[src/rtl/usb_tx_serializer.sv]
// USB full-speed TX serializer: SYNC prefix, LSB-first data shifting, bit stuffing
// after six consecutive ones, and EOP generation, paced by a per-bit clock divider.
module usb_tx_serializer #(
    parameter int CLKS_PER_BIT = 8
) (
    input  logic       clk,
    input  logic       n_rst,
    input  logic       tx_start,
    input  logic [7:0] tx_data,
    input  logic       tx_data_valid,
    input  logic       tx_last,
    output logic       tx_data_ready,
    output logic       bit_out,
    output logic [2:0] line_state,
    output logic       bit_strobe,
    output logic       tx_busy,
    output logic       tx_error
);

    localparam int TW = (CLKS_PER_BIT > 2) ? $clog2(CLKS_PER_BIT) : 1;
    localparam logic [TW-1:0] TIMER_TOP = TW'(CLKS_PER_BIT - 1);

    // The state encoding doubles as the line_state code seen by the encoder.
    typedef enum logic [2:0] {
        S_IDLE  = 3'd0,
        S_SYNC  = 3'd1,
        S_DATA  = 3'd2,
        S_STUFF = 3'd3,
        S_EOP1  = 3'd5,
        S_EOP2  = 3'd6,
        S_EOP_J = 3'd7
    } state_t;

    state_t        state;
    state_t        resume;
    logic [TW-1:0] timer;
    logic [7:0]    shreg;
    logic [2:0]    idx;
    logic [2:0]    ones;
    logic          last;

    state_t     adv_state;
    logic [7:0] adv_shreg;
    logic [2:0] adv_idx;
    logic       adv_last;
    logic       adv_bit;
    logic       set_err;
    logic [2:0] ones_n;
    logic       ready_due;

    assign line_state = state;

    // Handshake: tx_data_ready is a one-cycle pulse in the last clock of a byte's
    // final bit; the byte on tx_data is taken only if tx_data_valid is high in
    // that same cycle, otherwise the packet ends with an underrun.
    assign ready_due = (state == S_SYNC || state == S_DATA) && idx == 3'd7 && !last;

    always_comb begin
        adv_state = state;
        adv_shreg = shreg >> 1;
        adv_idx   = idx + 3'd1;
        adv_last  = last;
        adv_bit   = shreg[1];
        set_err   = 1'b0;
        ones_n    = bit_out ? ones + 3'd1 : 3'd0;
        if (idx == 3'd7) begin
            adv_idx = 3'd0;
            adv_bit = 1'b0;
            if (last) begin
                adv_state = S_EOP1;
            end else if (tx_data_valid) begin
                adv_state = S_DATA;
                adv_shreg = tx_data;
                adv_last  = tx_last;
                adv_bit   = tx_data[0];
            end else begin
                adv_state = S_EOP1;
                set_err   = 1'b1;
            end
        end
    end

    always_ff @(posedge clk or negedge n_rst) begin
        if (!n_rst) begin
            state         <= S_IDLE;
            resume        <= S_IDLE;
            timer         <= '0;
            shreg         <= '0;
            idx           <= '0;
            ones          <= '0;
            last          <= 1'b0;
            bit_out       <= 1'b1;
            bit_strobe    <= 1'b0;
            tx_data_ready <= 1'b0;
            tx_busy       <= 1'b0;
            tx_error      <= 1'b0;
        end else begin
            tx_data_ready <= 1'b0;
            bit_strobe    <= 1'b0;
            if (state == S_IDLE) begin
                if (tx_start) begin
                    state      <= S_SYNC;
                    timer      <= TIMER_TOP;
                    shreg      <= 8'h80;
                    idx        <= '0;
                    ones       <= '0;
                    last       <= 1'b0;
                    bit_out    <= 1'b0;
                    bit_strobe <= 1'b1;
                    tx_busy    <= 1'b1;
                    tx_error   <= 1'b0;
                end
            end else if (timer != '0) begin
                timer <= timer - TW'(1);
                if (timer == TW'(1) && ready_due) begin
                    tx_data_ready <= 1'b1;
                end
            end else begin
                timer      <= TIMER_TOP;
                bit_strobe <= 1'b1;
                case (state)
                    S_SYNC, S_DATA: begin
                        shreg <= adv_shreg;
                        idx   <= adv_idx;
                        last  <= adv_last;
                        if (set_err) begin
                            tx_error <= 1'b1;
                        end
                        // Shift/load happens now; STUFF only delays when the next bit goes out.
                        if (ones_n == 3'd6) begin
                            state   <= S_STUFF;
                            resume  <= adv_state;
                            bit_out <= 1'b0;
                            ones    <= '0;
                        end else begin
                            state   <= adv_state;
                            bit_out <= adv_bit;
                            ones    <= ones_n;
                        end
                    end
                    S_STUFF: begin
                        state   <= resume;
                        bit_out <= (resume == S_DATA) ? shreg[0] : 1'b0;
                    end
                    S_EOP1: begin
                        state   <= S_EOP2;
                        bit_out <= 1'b0;
                    end
                    S_EOP2: begin
                        state   <= S_EOP_J;
                        bit_out <= 1'b1;
                    end
                    default: begin
                        state      <= S_IDLE;
                        timer      <= '0;
                        bit_out    <= 1'b1;
                        bit_strobe <= 1'b0;
                        tx_busy    <= 1'b0;
                    end
                endcase
            end
        end
    end

endmodule

[config.mk]
export PLATFORM = sky130hd
export DESIGN_NAME = usb_tx_serializer
export DESIGN_NICKNAME = d
export VERILOG_FILES = /design/src/rtl/usb_tx_serializer.sv
export SDC_FILE = /design/constraint.sdc
export NUM_CORES = 1
export LEC_CHECK = 0
export ABC_AREA = 1
export BUFFER_PORTS_ARGS = -buffer_cell sky130_fd_sc_hd__buf_4
export CAP_MARGIN = 30
export CORE_ASPECT_RATIO = 0.6
export CORE_UTILIZATION = 30
export CTS_CLUSTER_DIAMETER = 100
export DETAILED_ROUTE_END_ITERATION = 10
export SLEW_MARGIN = 20
export SYNTH_ARGS = -nofsm -noshare
export SYNTH_HDL_FRONTEND = slang
export SYNTH_SLANG_ARGS = --single-unit
export TNS_END_PERCENT = 100
[constraint.sdc]
create_clock -name clk -period 1.5 [get_ports clk]
set_input_delay 0 -clock clk [delete_from_list [all_inputs] [get_ports clk]]
set_output_delay 0 -clock clk [all_outputs]
set_load 0.05 [all_outputs]
==> results of run 1 <==
-- sequential cells by signal, summed over array words and instances, names as in the netlist, 3 cells and up --
| signal | cells |
|---|---|
| idx | 3 |
| line_state | 3 |
| ones | 3 |
| resume | 3 |
| shreg | 8 |
| timer | 3 |
-- power breakdown --
group | internal (uW) | leakage (uW) | switching, uW
Combinational | 914 | 0.000831 | 1460
Clock | 541 | 0.0000585 | 321
Sequential | 1020 | 0.000359 | 185
Total | 2480 | 0.00125 | 1960
-- worst reg2reg max path, stage by stage (launching register included) --
cell	delay, ns
sky130_fd_sc_hd__dfrtp_1	0.36
sky130_fd_sc_hd__ha_2	0.20
sky130_fd_sc_hd__ha_4	0.19
sky130_fd_sc_hd__nand3_4	0.10
sky130_fd_sc_hd__buf_12	0.16
sky130_fd_sc_hd__o211ai_1	0.24
sky130_fd_sc_hd__o21ai_1	0.09
-- stage by stage --
step	worst slack, ns	instances	power [uW]	utilization	cell area, um^2
final	0.0494	368	4440	0.430	2420
after global routing	-0.0566	368	4780	0.430	2420
after CTS	0.0192	362	4160	0.406	2280
after detailed placement	-0.0828	353	3260	0.379	2130
after global placement	-0.0173	353	3240	0.379	2130
after floorplan	0.000579	239	2620	-	1770
-- layout by cell type (no fill, tap or decap) --
cell                            netlist  final
sky130_fd_sc_hd__buf_4                2     42
sky130_fd_sc_hd__ha_1                 6      2
sky130_fd_sc_hd__ha_4                 0      3
sky130_fd_sc_hd__dlygate4sd3_1        0      1
sky130_fd_sc_hd__nand3_1             15     14
sky130_fd_sc_hd__or2_2                3      3
sky130_fd_sc_hd__dfrtp_2              0      3
sky130_fd_sc_hd__buf_12               0      1
sky130_fd_sc_hd__inv_2                3      9
sky130_fd_sc_hd__bufinv_16            0      1
sky130_fd_sc_hd__dfstp_2              1      1
sky130_fd_sc_hd__nand3_4              2      4
sky130_fd_sc_hd__inv_1               29     23
sky130_fd_sc_hd__ha_2                 0      1
sky130_fd_sc_hd__nand4_1              7      7
sky130_fd_sc_hd__clkinv_4             1      1
sky130_fd_sc_hd__dfrtp_1             28     25
sky130_fd_sc_hd__clkbuf_1             0      1
sky130_fd_sc_hd__buf_6                2      2
sky130_fd_sc_hd__nor2_1              13     12
sky130_fd_sc_hd__a21oi_1              5      4
sky130_fd_sc_hd__nand2_1             94     88
sky130_fd_sc_hd__nand2_2              2      6
sky130_fd_sc_hd__nor2_4               1      3
sky130_fd_sc_hd__o21ai_0              8      5
sky130_fd_sc_hd__nand2_4              1      3
sky130_fd_sc_hd__o21ai_1              1      3
sky130_fd_sc_hd__o211ai_1             6      6
sky130_fd_sc_hd__a21oi_2              0      1
sky130_fd_sc_hd__o21ai_2              6      7
sky130_fd_sc_hd__clkbuf_8             0      6
-- layer usage --
layer	wire, um	vias up
li1	-	851
met1	2540	786
met2	1920	42
met3	222	7
met4	74	0
met5	0	-
-- layout make-up --
type / instances / area [um^2]
clock inverter: 1 / 30.0
sequential: 29 / 731
tap: 80 / 100
fill: 587 / 3210
inverter: 33 / 129
timing repair buffer: 46 / 368
clock buffer: 7 / 86.3
multi-input combinational: 172 / 973
-- worst min path at each step --
stage	from	end	slack (ns)	cells after the start
3_5_place_dp	n_rst	shreg[3]	-0.04	1
4_1_cts	tx_start	timer[1]	0.02	5
2_1_floorplan	n_rst	bit_strobe	-0.30	0
5_1_grt	tx_start	timer[2]	0.03	5
6_report	tx_start	timer[1]	0.03	5
3_3_place_gp	n_rst	shreg[3]	-0.04	1
-- cells by family after synthesis --
family          count (synthesis)  share of synthesized area
flops                          29                      0.413
simple gates                  139                      0.349
fa+ha+maj                       6                     0.0426
compound gates                 26                     0.0952
buf+inv                        39                      0.100
-- repair_timing --
action	in CTS	in global routing
buffers inserted	0	5
hold endpoints to repair	29	0
pin swaps	0	10
hold buffers	1	0
gates cloned	0	1
setup endpoints to repair	16	26
resized for setup	6	27
==> out/results.md, run 1 <==
| Step | Item | This run |
| --- | --- | --- |
| floorplanning | Site Rows | 21 |
| synth | Most repeated cell in the gate-level netlist after synthesis | sky130_fd_sc_hd__nand2_1 |
| global routing | Maximum number of pins on one net before global-route repair | 30 |
| setup path | Critical path, cell by cell | ha_2 > ha_4 > nand3_4 > buf_12 > o211ai_1 > o21ai_1 |
| setup path | Critical path arrival | 1.62 ns |
| drt | Routed WL per cell | 12.9 um |
| cells and area | Area added between synthesis and finish | 37.2% |
| synth | Top cells by instance count after synthesis | sky130_fd_sc_hd__nand2_1, sky130_fd_sc_hd__inv_1, sky130_fd_sc_hd__dfrtp_1 |
| setup path | CP endpoint | shreg[2] |
| synth | Ys Warns | 0 |
| timing | Pin slew with the least headroom to its limit | 0.390 ns |
| setup path | Delay of the slowest cell on the worst path | 0.36 ns |
| cells and area | Total Nets Final | 306 |
| placed design | Placed wire-length estimate | 3270 um |
| floorplanning | Starting density of the core | 0.313 |
| placed design | Placer's final routability congestion estimate | 0.846 |
| drt | Average via count per standard cell | 4.58 |
| global routing | GR Layer Usage met2 | 0.256 |
| timing | Tmin final | 1.45 ns |
| synth | Share of the synthesized area in the top cell type | 0.398 |
| pwr | Max rail drop VDD | 1010 uV |
| global routing | Number of antenna violations at the first check in global routing | 0 |
| cells and area | Antenna diode count | 0 |
| global routing | Met3 layer usage reported by global route | 0.0375 |
| setup path | Crit path max fanout | 14 |
| global routing | Global-route track usage on met1 | 0.230 |
| setup path | Cell at the slowest stage of the critical path | sky130_fd_sc_hd__dfrtp_1 |
| drt | Routed Wire Length | 4750 um |
| setup path | Critical Path Source Type | flip-flop |
| synth | Largest area contributor in the netlist | sky130_fd_sc_hd__dfrtp_1 |
| timing | Final Hold Viols | 0 |
| setup path | Worst endpoint required time | 1.67 ns |
| outcome | Status | completed |
| setup path | Worst r2r dst | shreg[2] |
| synth | Portion of the post-synthesis area used by sequential elements | 0.413 |
| timing | Final hold slack | 0.0253 ns |
| synth | Dominant cells by area after synthesis | sky130_fd_sc_hd__dfrtp_1, sky130_fd_sc_hd__nand2_1, sky130_fd_sc_hd__inv_1 |
| cts | CTS root buf | sky130_fd_sc_hd__clkbuf_8 |
| worst hold path | Worst min path class | in -> reg |
| cts | Htree depth | 2 |
| setup path | Launching point of the worst reg2reg path | idx[0] |
| synth | Predominant post-synthesis flop cell | sky130_fd_sc_hd__dfrtp_1 |
| cells and area | Ratio of cells with drive above 1 in the final layout | 0.337 |
| timing | Worst setup skew after layout | 0.00629 ns |
| pwr | Power density of the placed cells | 1840 mW/mm^2 |
| timing | Highest attainable clock frequency | 689 MHz |
| drt | Number of remaining DRC errors | 0 |
| cts | Clock insertion delay at the later pin of the skew report | 0.29 ns |
| global routing | Wire length of the first global-routing pass | 7540 um |
| floorplanning | Die area | 0.00619 mm^2 |
| cts | Clock slew at the register clock pins of the worst setup and hold paths | 0.07 ns |
| synth | Net count of the mapped netlist | 258 |
| setup path | Crit path buffers/inverters | 1 |
| synth | Post-synthesis instance area | 0.00176 mm^2 |
| timing | Worst slew margin relative to its limit | 0.740 |
| global routing | Via count of the first global-routing pass | 1613 |
| global routing | Total global routing overflow | 0 |
| timing | Final count of negative-setup-slack endpoints | 0 |
| setup path | Category of the most critical setup path | reg -> reg |
| drt | First DRT Iteration DRCs | 80 |
| synth | Total of flip-flops plus latches after synthesis | 29 |
| global routing | All-layer global routing usage | 0.165 |
| setup path | Setup slack on the worst flop-to-flop path | 0.05 ns |
| floorplanning | Die X-Extent | 101 um |
| timing | Aggregate negative setup slack | 0 ns |
| cts | Number of sinks handled by clock tree synthesis | 29 |
| floorplanning | Die extent in y | 61.4 um |
| setup path | Worst path top cell family by delay | adder cells |
| timing | RSZ-0062 raised after global routing | yes |
| synth | Library cells used by synthesis | 24 |
| cts | Maximum clock path buffer count | 2 |
| placed design | Input/output buffers | 20 |
| pwr | Reported leakage power | 0.00125 uW |
| synth | Post-synthesis average cell area | 7.37 um^2 |
| synth | Share of flip-flops with an asynchronous set or reset | 1.00 |
| synth | Cell count after synthesis | 239 |
| setup path | Kind of end point of the critical path | flip-flop |
| timing | Number of pins exceeding their max-slew limit in the final report | 0 |
| run | Max-Cap Viols | 0 |
| setup path | Start point of the critical path | idx[0] |
| drt | Detailed-router iteration count before antenna repair | 4 |
| global routing | Global route hottest layer | met2 |
| drt | Via count of the routed design | 1686 |
| setup path | CP Depth | 6 |
| synth | Number of enable-type register cells in the synthesized netlist | 0 |
| setup path | Logic depth of the worst register-to-register path | 6 |
| floorplanning | Io pins | 21 |
| cts | TritonCTS buffer count | 5 |
| cts | TritonCTS clock tree | done |
| floorplanning | Core box area | 0.00562 mm^2 |
| drt | Remaining number of nets flagged by the antenna check after routing | 0 |
| timing | Final period utilization | 0.967 |
No activity file was read; power rests on OpenSTA's default activity.
==> inputs of run 2 (changes only) <==
- ABC_AREA: 1 -> unset
==> out/results.md, run 2 <==
| Step | Item | This run | Delta |
| --- | --- | --- | --- |
| floorplanning | Die area | 0.00576 mm^2 | -7.0% |
| synth | Cell count after synthesis | 172 | -28% |
| global routing | Maximum number of pins on one net before global-route repair | 30 | unchanged |
| synth | Area fraction in compound gates after synthesis | 0.229 | +0.134 |
| synth | Most repeated cell in the gate-level netlist after synthesis | sky130_fd_sc_hd__dfrtp_1 |  |
| cts | Number of sinks handled by clock tree synthesis | 29 | unchanged |
| cells and area | Total Nets Final | 252 | -18% |
| drt | Average via count per standard cell | 5.23 | +14% |
| placed design | Placer's final routability congestion estimate | 0.840 | -0.70% |
| floorplanning | Io pins | 21 | unchanged |
| cts | Maximum clock path buffer count | 2 | unchanged |
| timing | Highest attainable clock frequency | 631 MHz | -8.5% |
| synth | Post-synthesis average cell area | 9.51 um^2 | +29% |
| outcome | Violations in the final reports | setup timing |  |
| synth | Library cells used by synthesis | 42 | +75% |
| timing | RSZ-0062 raised after global routing | yes |  |
| timing | Worst setup skew after layout | 0.00677 ns | +0.000479 ns |
| floorplanning | Die extent in y | 59.2 um | -3.5% |
| drt | Routed Wire Length | 4680 um | -1.5% |
| global routing | Met3 layer usage reported by global route | 0.0472 | +0.00971 |
| cts | Htree depth | 2 | unchanged |
| placed design | Placed Instance Area | 0.00210 mm^2 | -1.2% |
| cells and area | Ratio of cells with drive above 1 in the final layout | 0.496 | +0.159 |
| cells and area | Antenna diode count | 0 | unchanged |
| global routing | Number of antenna violations at the first check in global routing | 0 | unchanged |
| cts | CTS root buf | sky130_fd_sc_hd__clkbuf_8 |  |
| cells and area | Most frequent standard cell in the layout excluding fill and tap cells | sky130_fd_sc_hd__buf_4 |  |
| cts | TritonCTS clock tree | done |  |
| setup path | Category of the most critical setup path | reg -> reg |  |
| worst hold path | Worst min path class | in -> reg |  |
| drt | Number of remaining DRC errors | 0 | unchanged |
| synth | Portion of the post-synthesis area used by sequential elements | 0.445 | +0.0319 |
| synth | Net count of the mapped netlist | 191 | -26% |
| synth | Share of flip-flops with an asynchronous set or reset | 1.00 | unchanged |
| timing | Tmin final | 1.58 ns | +0.134 ns |
| drt | Via count of the routed design | 1568 | -7.0% |
| pwr | Reported leakage power | 0.00107 uW | -15% |
| setup path | Critical Path Source Type | flip-flop |  |
| global routing | Global route hottest layer | met1 |  |
| synth | Dominant combinational cell family by area after synthesis | compound AO/OA/AOI/OAI gates |  |
| cts | TritonCTS buffer count | 5 | unchanged |
| floorplanning | Site Rows | 20 | -4.8% |
| run | Max-Cap Viols | 0 | unchanged |
| cts | Clock insertion delay at the later pin of the skew report | 0.29 ns | about the same |
| cells and area | Commonest cells after routing, fill and taps aside | sky130_fd_sc_hd__buf_4, sky130_fd_sc_hd__dfrtp_1, sky130_fd_sc_hd__nand2_1, sky130_fd_sc_hd__buf_6 |  |
| global routing | Via count of the first global-routing pass | 1501 | -6.9% |
| cells and area | Largest register by flop count | shreg |  |
| global routing | Global-route track usage on met1 | 0.257 | +0.0269 |
| timing | Final worst setup slack | -0.0849 ns | -0.134 ns |
| cells and area | Utilization after layout | 0.506 | +0.0759 |
| synth | Share of the synthesized area in the top cell type | 0.428 | +0.0307 |
| placed design | Input/output buffers | 20 | unchanged |
| outcome | Status | complete, but fails checks |  |
| setup path | Kind of end point of the critical path | flip-flop |  |
| setup path | Crit path max fanout | 4 | -10 |
| drt | First DRT Iteration DRCs | 110 | +38% |
| timing | Pin slew with the least headroom to its limit | 0.388 ns | -0.00289 ns |
| synth | Predominant post-synthesis flop cell | sky130_fd_sc_hd__dfrtp_1 |  |
| setup path | Worst endpoint required time | 1.68 ns | about the same |
| synth | Total of flip-flops plus latches after synthesis | 29 | unchanged |
| synth | Dominant cells by area after synthesis | sky130_fd_sc_hd__dfrtp_1, sky130_fd_sc_hd__ha_1, sky130_fd_sc_hd__mux2i_1 |  |
| drt | Routed WL per cell | 15.6 um | +21% |
| cells and area | Number of flip-flops under the largest register name | 8 | unchanged |
| synth | Post-synthesis instance area | 0.00164 mm^2 | -7.2% |
| cells and area | Area added between synthesis and finish | 59.4% |  |
| timing | Final count of negative-setup-slack endpoints | 14 | +14 |
| synth | Xor/xnor share of the synthesized area | 0.0153 | +0.0153 |
| cells and area | Area of all placed cells without fillers | 0.00261 mm^2 | +7.9% |
| timing | Final period utilization | 1.06 | +0.0896 |
| timing | Number of pins exceeding their max-slew limit in the final report | 0 | unchanged |
| placed design | Placed wire-length estimate | 3170 um | -3.0% |
| synth | Number of enable-type register cells in the synthesized netlist | 0 | unchanged |
| synth | Multiplexer share of the synthesized area | 0.0428 | +0.0428 |
| timing | Final Hold Viols | 0 | unchanged |
| setup path | Critical path arrival | 1.76 ns | +0.14 ns |
| synth | Synthesized-area fraction occupied by and/or/nand/nor cells | 0.177 | -0.173 |
| global routing | Wire length of the first global-routing pass | 7590 um | +0.65% |
| synth | Top cells by instance count after synthesis | sky130_fd_sc_hd__dfrtp_1, sky130_fd_sc_hd__nand2_1, sky130_fd_sc_hd__o21ai_0 |  |
| global routing | Total global routing overflow | 0 | unchanged |
| synth | Ys Warns | 0 | unchanged |
| drt | Remaining number of nets flagged by the antenna check after routing | 0 | unchanged |
| floorplanning | Die X-Extent | 97.3 um | -3.6% |
| pwr | Power density of the placed cells | 1660 mW/mm^2 | -9.6% |
| synth | Largest area contributor in the netlist | sky130_fd_sc_hd__dfrtp_1 |  |
| global routing | All-layer global routing usage | 0.174 | +0.00899 |
| drt | Detailed-router iteration count before antenna repair | 4 | unchanged |
| cts | Clock slew at the register clock pins of the worst setup and hold paths | 0.07 ns | about the same |
| global routing | GR Layer Usage met2 | 0.251 | -0.00586 |
| placed design | Worst setup slack after placement | -0.157 ns | -0.0740 ns |
| timing | Worst slew margin relative to its limit | 0.742 | +0.00193 |
| pwr | Max rail drop VDD | 725 uV | -28% |
| synth | Share of synthesized cell area in full adder, half adder and majority cells | 0.0459 | +0.00329 |
| floorplanning | Starting density of the core | 0.317 | +0.00393 |
| floorplanning | Core box area | 0.00515 mm^2 | -8.3% |
[run 2: cell count changes after synthesis, moves of 5 or more]
cell,previous run,this run
sky130_fd_sc_hd__o21ai_0,8,13
sky130_fd_sc_hd__a21oi_1,5,11
sky130_fd_sc_hd__nand4_1,7,2
sky130_fd_sc_hd__inv_1,29,8
sky130_fd_sc_hd__nand2_1,94,17
sky130_fd_sc_hd__nand3_1,15,9
sky130_fd_sc_hd__o21ai_2,6,1
sky130_fd_sc_hd__o31ai_1,0,9
sky130_fd_sc_hd__mux2i_1,0,7
[run 2: worst paths after layout]
path,startpoint,to,slack (ns),cells after the start
min in group asynchronous,n_rst,tx_busy,0.18,2
worst max-delay path,idx[1],resume[1],-0.08,5
worst min register to register,shreg[4],shreg[4],0.48,2
max in group asynchronous,n_rst,bit_out,1.01,2
worst max register to register,idx[1],resume[1],-0.08,5
worst min-delay path,tx_data_valid,last,0.008,3
[run 2: power by group]
part / leakage [uW] / switching, uW / internal (uW)
clock: 0.0000585 / 328 / 541
sequential: 0.000359 / 198 / 976
combinational: 0.000649 / 1220 / 1070
total: 0.00107 / 1750 / 2590
[run 2: kinds of logic (layout without fill, tap and decap cells)]
family,after synthesis,after routing
simple gates,56,56
compound gates,54,54
flops,29,29
buf+inv,18,80
mux,7,7
fa+ha+maj,6,6
xor+xnor,2,2
[run 2: area by class of cell]
type,instances,area [um^2]
clock inverter,1,30.0
clock buffer,7,86.3
fill,464,2550
sequential,29,732
inverter,8,32.5
tap,66,82.6
multi-input combinational,125,1100
timing repair buffer,64,544
[run 2: metal layers]
metal	share of wire	vias to the layer above
li1	-	759
met1	0.51	761
met2	0.42	44
met3	0.066	4
met4	0.0051	0
met5	0	-
[run 2: metrics by stage]
| stage | power [uW] | std cells | hold WS, ns | TNS, ns |
|---|---|---|---|---|
| floorplan | 2270 | 172 | -0.296 | -0.527 |
| global placement | 2930 | 279 | -0.0469 | -0.670 |
| detailed placement | 2940 | 279 | -0.0464 | -0.994 |
| CTS | 4020 | 293 | 0.00618 | -0.554 |
| global route | 4600 | 300 | 0.0213 | -1.85 |
| finish | 4330 | 300 | 0.00824 | -0.712 |
[run 2: worst max-delay path, stage by stage, from the launching register on]
cell and delay [ns]:
sky130_fd_sc_hd__dfrtp_1 0.39, sky130_fd_sc_hd__ha_2 0.20, sky130_fd_sc_hd__ha_4 0.16, sky130_fd_sc_hd__and3b_2 0.24, sky130_fd_sc_hd__a2111o_1 0.38, sky130_fd_sc_hd__o21a_1 0.11
[run 2: what timing repair did]
action / 4_1_cts / 5_1_grt
gates resized for setup: 24 / 39
setup endpoints to repair: 20 / 26
hold buffers: 3 / 0
setup buffers: 3 / 7
hold endpoints to repair: 31 / 0
pin swaps: 11 / 17
==> inputs of run 3 (changes only) <==
- BUFFER_PORTS_ARGS: -buffer_cell sky130_fd_sc_hd__buf_4 -> -buffer_cell sky130_fd_sc_hd__buf_2
- PLACE_DENSITY_LB_ADDON: unset -> 0.3
==> out/results.md, run 3 (synthesized netlist as in run 2, its figures left out) <==
| Step | Item | This run | Delta |
| --- | --- | --- | --- |
| pwr | Sequential share of power | 0.285 | +0.014 |
| drt | Average via count per standard cell | 5.19 | -0.77% |
| global routing | Wire length of the first global-routing pass | 7460 um | -1.7% |
| timing | Tmin final | 1.63 ns | +0.0498 ns |
| setup path | Delay of the slowest cell on the worst path | 0.43 ns | +0.04 ns |
| cts | TritonCTS clock tree | done |  |
| global routing | All-layer global routing usage | 0.170 | -0.00414 |
| cells and area | Ratio of cells with drive above 1 in the final layout | 0.459 | -0.0372 |
| timing | Final Hold Viols | 0 | unchanged |
| cells and area | # fillers | 489 | +5.4% |
| drt | Routed WL per cell | 15.3 um | -2.0% |
| cts | Clock insertion delay at the later pin of the skew report | 0.28 ns | about the same |
| cells and area | Area added between synthesis and finish | 48.0% |  |
| setup path | Category of the most critical setup path | reg -> reg |  |
| timing | Worst setup skew after layout | 0.00571 ns | -0.00106 ns |
| cells and area | Largest register by flop count | shreg |  |
| worst hold path | Worst min path class | in -> reg |  |
| pwr | Internal power consumption | 2420 uW | -6.5% |
| global routing | Number of antenna violations at the first check in global routing | 0 | unchanged |
| drt | First DRT Iteration DRCs | 108 | -1.8% |
| pwr | Share of total power in the clock network | 0.178 | -0.023 |
| timing | Pin slew with the least headroom to its limit | 0.675 ns | +0.288 ns |
| placed design | Input/output buffers | 20 | unchanged |
| timing | RSZ-0062 raised after global routing | yes |  |
| cells and area | Most frequent standard cell in the layout excluding fill and tap cells | sky130_fd_sc_hd__buf_4 |  |
| cts | Maximum clock path buffer count | 2 | unchanged |
| timing | Final period utilization | 1.09 | +0.0332 |
| drt | Via count of the routed design | 1530 | -2.4% |
| cells and area | Commonest cells after routing, fill and taps aside | sky130_fd_sc_hd__buf_4, sky130_fd_sc_hd__dfrtp_1, sky130_fd_sc_hd__buf_2, sky130_fd_sc_hd__nand2_1, sky130_fd_sc_hd__buf_6 |  |
| floorplanning | Die area | 0.00576 mm^2 | unchanged |
| setup path | Setup slack on the worst flop-to-flop path | -0.13 ns | -0.05 ns |
| placed design | Placer's final routability congestion estimate | 0.838 | -0.31% |
| drt | Detailed-router iteration count before antenna repair | 4 | unchanged |
| drt | Number of remaining DRC errors | 0 | unchanged |
| outcome | Status | complete, but fails checks |  |
| timing | Worst slew margin relative to its limit | 0.550 | -0.192 |
| pwr | Max rail drop VDD | 738 uV | +1.9% |
| run | Max-Cap Viols | 0 | unchanged |
| placed design | Placed Instance Area | 0.00204 mm^2 | -3.1% |
| floorplanning | Site Rows | 20 | unchanged |
| drt | Routed Wire Length | 4510 um | -3.6% |
| floorplanning | Io pins | 21 | unchanged |
| drt | Remaining number of nets flagged by the antenna check after routing | 0 | unchanged |
| outcome | Violations in the final reports | setup timing |  |
| floorplanning | Starting density of the core | 0.317 | unchanged |
| floorplanning | Die X-Extent | 97.3 um | unchanged |
| cts | Clock slew at the register clock pins of the worst setup and hold paths | 0.07 ns | about the same |
| cells and area | Total Nets Final | 247 | -2.0% |
| pwr | Switching Share | 0.410 | +0.00716 |
| setup path | Critical path, cell by cell | ha_4 > nand3_2 > or2_4 > a2111o_1 > o21a_1 |  |
| placed design | Placed instance count | 277 | -0.72% |
| cts | Number of sinks handled by clock tree synthesis | 29 | unchanged |
| timing | Final hold slack | 0.0216 ns | +0.0134 ns |
| setup path | Worst endpoint required time | 1.68 ns | about the same |
| cells and area | Area of all placed cells without fillers | 0.00242 mm^2 | -7.2% |
| pwr | Sw Pwr | 1680 uW | -3.7% |
| setup path | Cell at the slowest stage of the critical path | sky130_fd_sc_hd__dfrtp_2 |  |
| setup path | Crit path max fanout | 6 | +2 |
| global routing | Maximum number of pins on one net before global-route repair | 30 | unchanged |
| timing | Number of pins exceeding their max-slew limit in the final report | 0 | unchanged |
| pwr | Power density of the placed cells | 1690 mW/mm^2 | +2.0% |
| floorplanning | Core box area | 0.00515 mm^2 | unchanged |
| timing | Highest attainable clock frequency | 612 MHz | -3.0% |
| cells and area | Antenna diode count | 0 | unchanged |
| setup path | Critical Path Source Type | flip-flop |  |
| global routing | Total global routing overflow | 0 | unchanged |
| setup path | Kind of end point of the critical path | flip-flop |  |
| cts | CTS root buf | sky130_fd_sc_hd__clkbuf_8 |  |
| cells and area | Layout Cells excl Fill | 295 | -1.7% |
| timing | Final count of negative-setup-slack endpoints | 14 | unchanged |
| pwr | Reported leakage power | 0.000985 uW | -7.6% |
| pwr | Logic gate share of total power | 0.538 | +0.010 |
| timing | Final worst setup slack | -0.135 ns | -0.0498 ns |
| cells and area | Number of flip-flops under the largest register name | 8 | unchanged |
| setup path | Critical path arrival | 1.81 ns | +0.05 ns |
| global routing | Via count of the first global-routing pass | 1474 | -1.8% |
| placed design | Placed wire-length estimate | 3080 um | -2.7% |
| floorplanning | Die extent in y | 59.2 um | unchanged |
| cts | Htree depth | 2 | unchanged |
| cts | TritonCTS buffer count | 5 | unchanged |
==> run 3: metrics by stage <==
step	setup slack [ns]	TNS (ns)	util	power, uW
final	-0.135	-0.689	0.469	4100
after global routing	-0.172	-2.00	0.469	4370
after CTS	-0.131	-0.586	0.441	3760
after detailed placement	-0.150	-1.13	0.396	2870
after global placement	-0.121	-0.675	0.396	2860
after floorplan	-0.223	-0.527	-	2270
==> run 3: timing repair <==
| item | CTS | global route |
|---|---|---|
| resized for setup | 22 | 25 |
| endpoints found under the setup margin | 25 | 27 |
| hold buffers | 2 | 0 |
| buffers inserted | 1 | 8 |
| endpoints found under the hold margin | 29 | 0 |
| pin swaps | 8 | 17 |
==> run 3: power groups by stage <==
stage	Clock, uW	Sequential (uW)	Combinational (uW)
CTS	749	1150	1860
global route	774	1200	2400
floorplan	0	1330	947
detailed placement	0	1140	1730
global placement	0	1130	1720
finish	729	1170	2200
==> run 3: critical path: cells and delay by family (launching register included) <==
family / cells / cell delay (ns)
compound gates: 2 / 0.49
simple gates: 2 / 0.33
fa+ha+maj: 1 / 0.28
flops: 1 / 0.43
==> run 3: routing by layer <==
| metal | global-route usage | wire [um] | vias up |
|---|---|---|---|
| met1 | 0.249 | 2390 | 762 |
| met5 | 0 | 0 | - |
| met3 | 0.0519 | 184 | 4 |
| met4 | 0.0378 | 31 | 0 |
| li1 | - | - | 741 |
| met2 | 0.245 | 1910 | 23 |
==> run 3: area by class of cell <==
class	count	area (um^2)	area share
multi-input combinational	125	1030	0.428
sequential	29	732	0.302
timing repair buffer	59	439	0.181
clock buffer	7	96.3	0.0398
tap	66	82.6	0.0341
inverter	8	30.0	0.0124
clock inverter	1	5.00	0.00207
==> run 3: worst paths after layout <==
kind                          startpoint       endpoint  cells after the start
setup / recovery                 ones[0]      resume[1]                      5
hold / removal             tx_data_valid           last                      3
setup reg to reg                 ones[0]      resume[1]                      5
hold reg to reg                 shreg[3]       shreg[3]                      2
max in group asynchronous          n_rst  line_state[1]                      2
min in group asynchronous          n_rst        ones[0]                      2
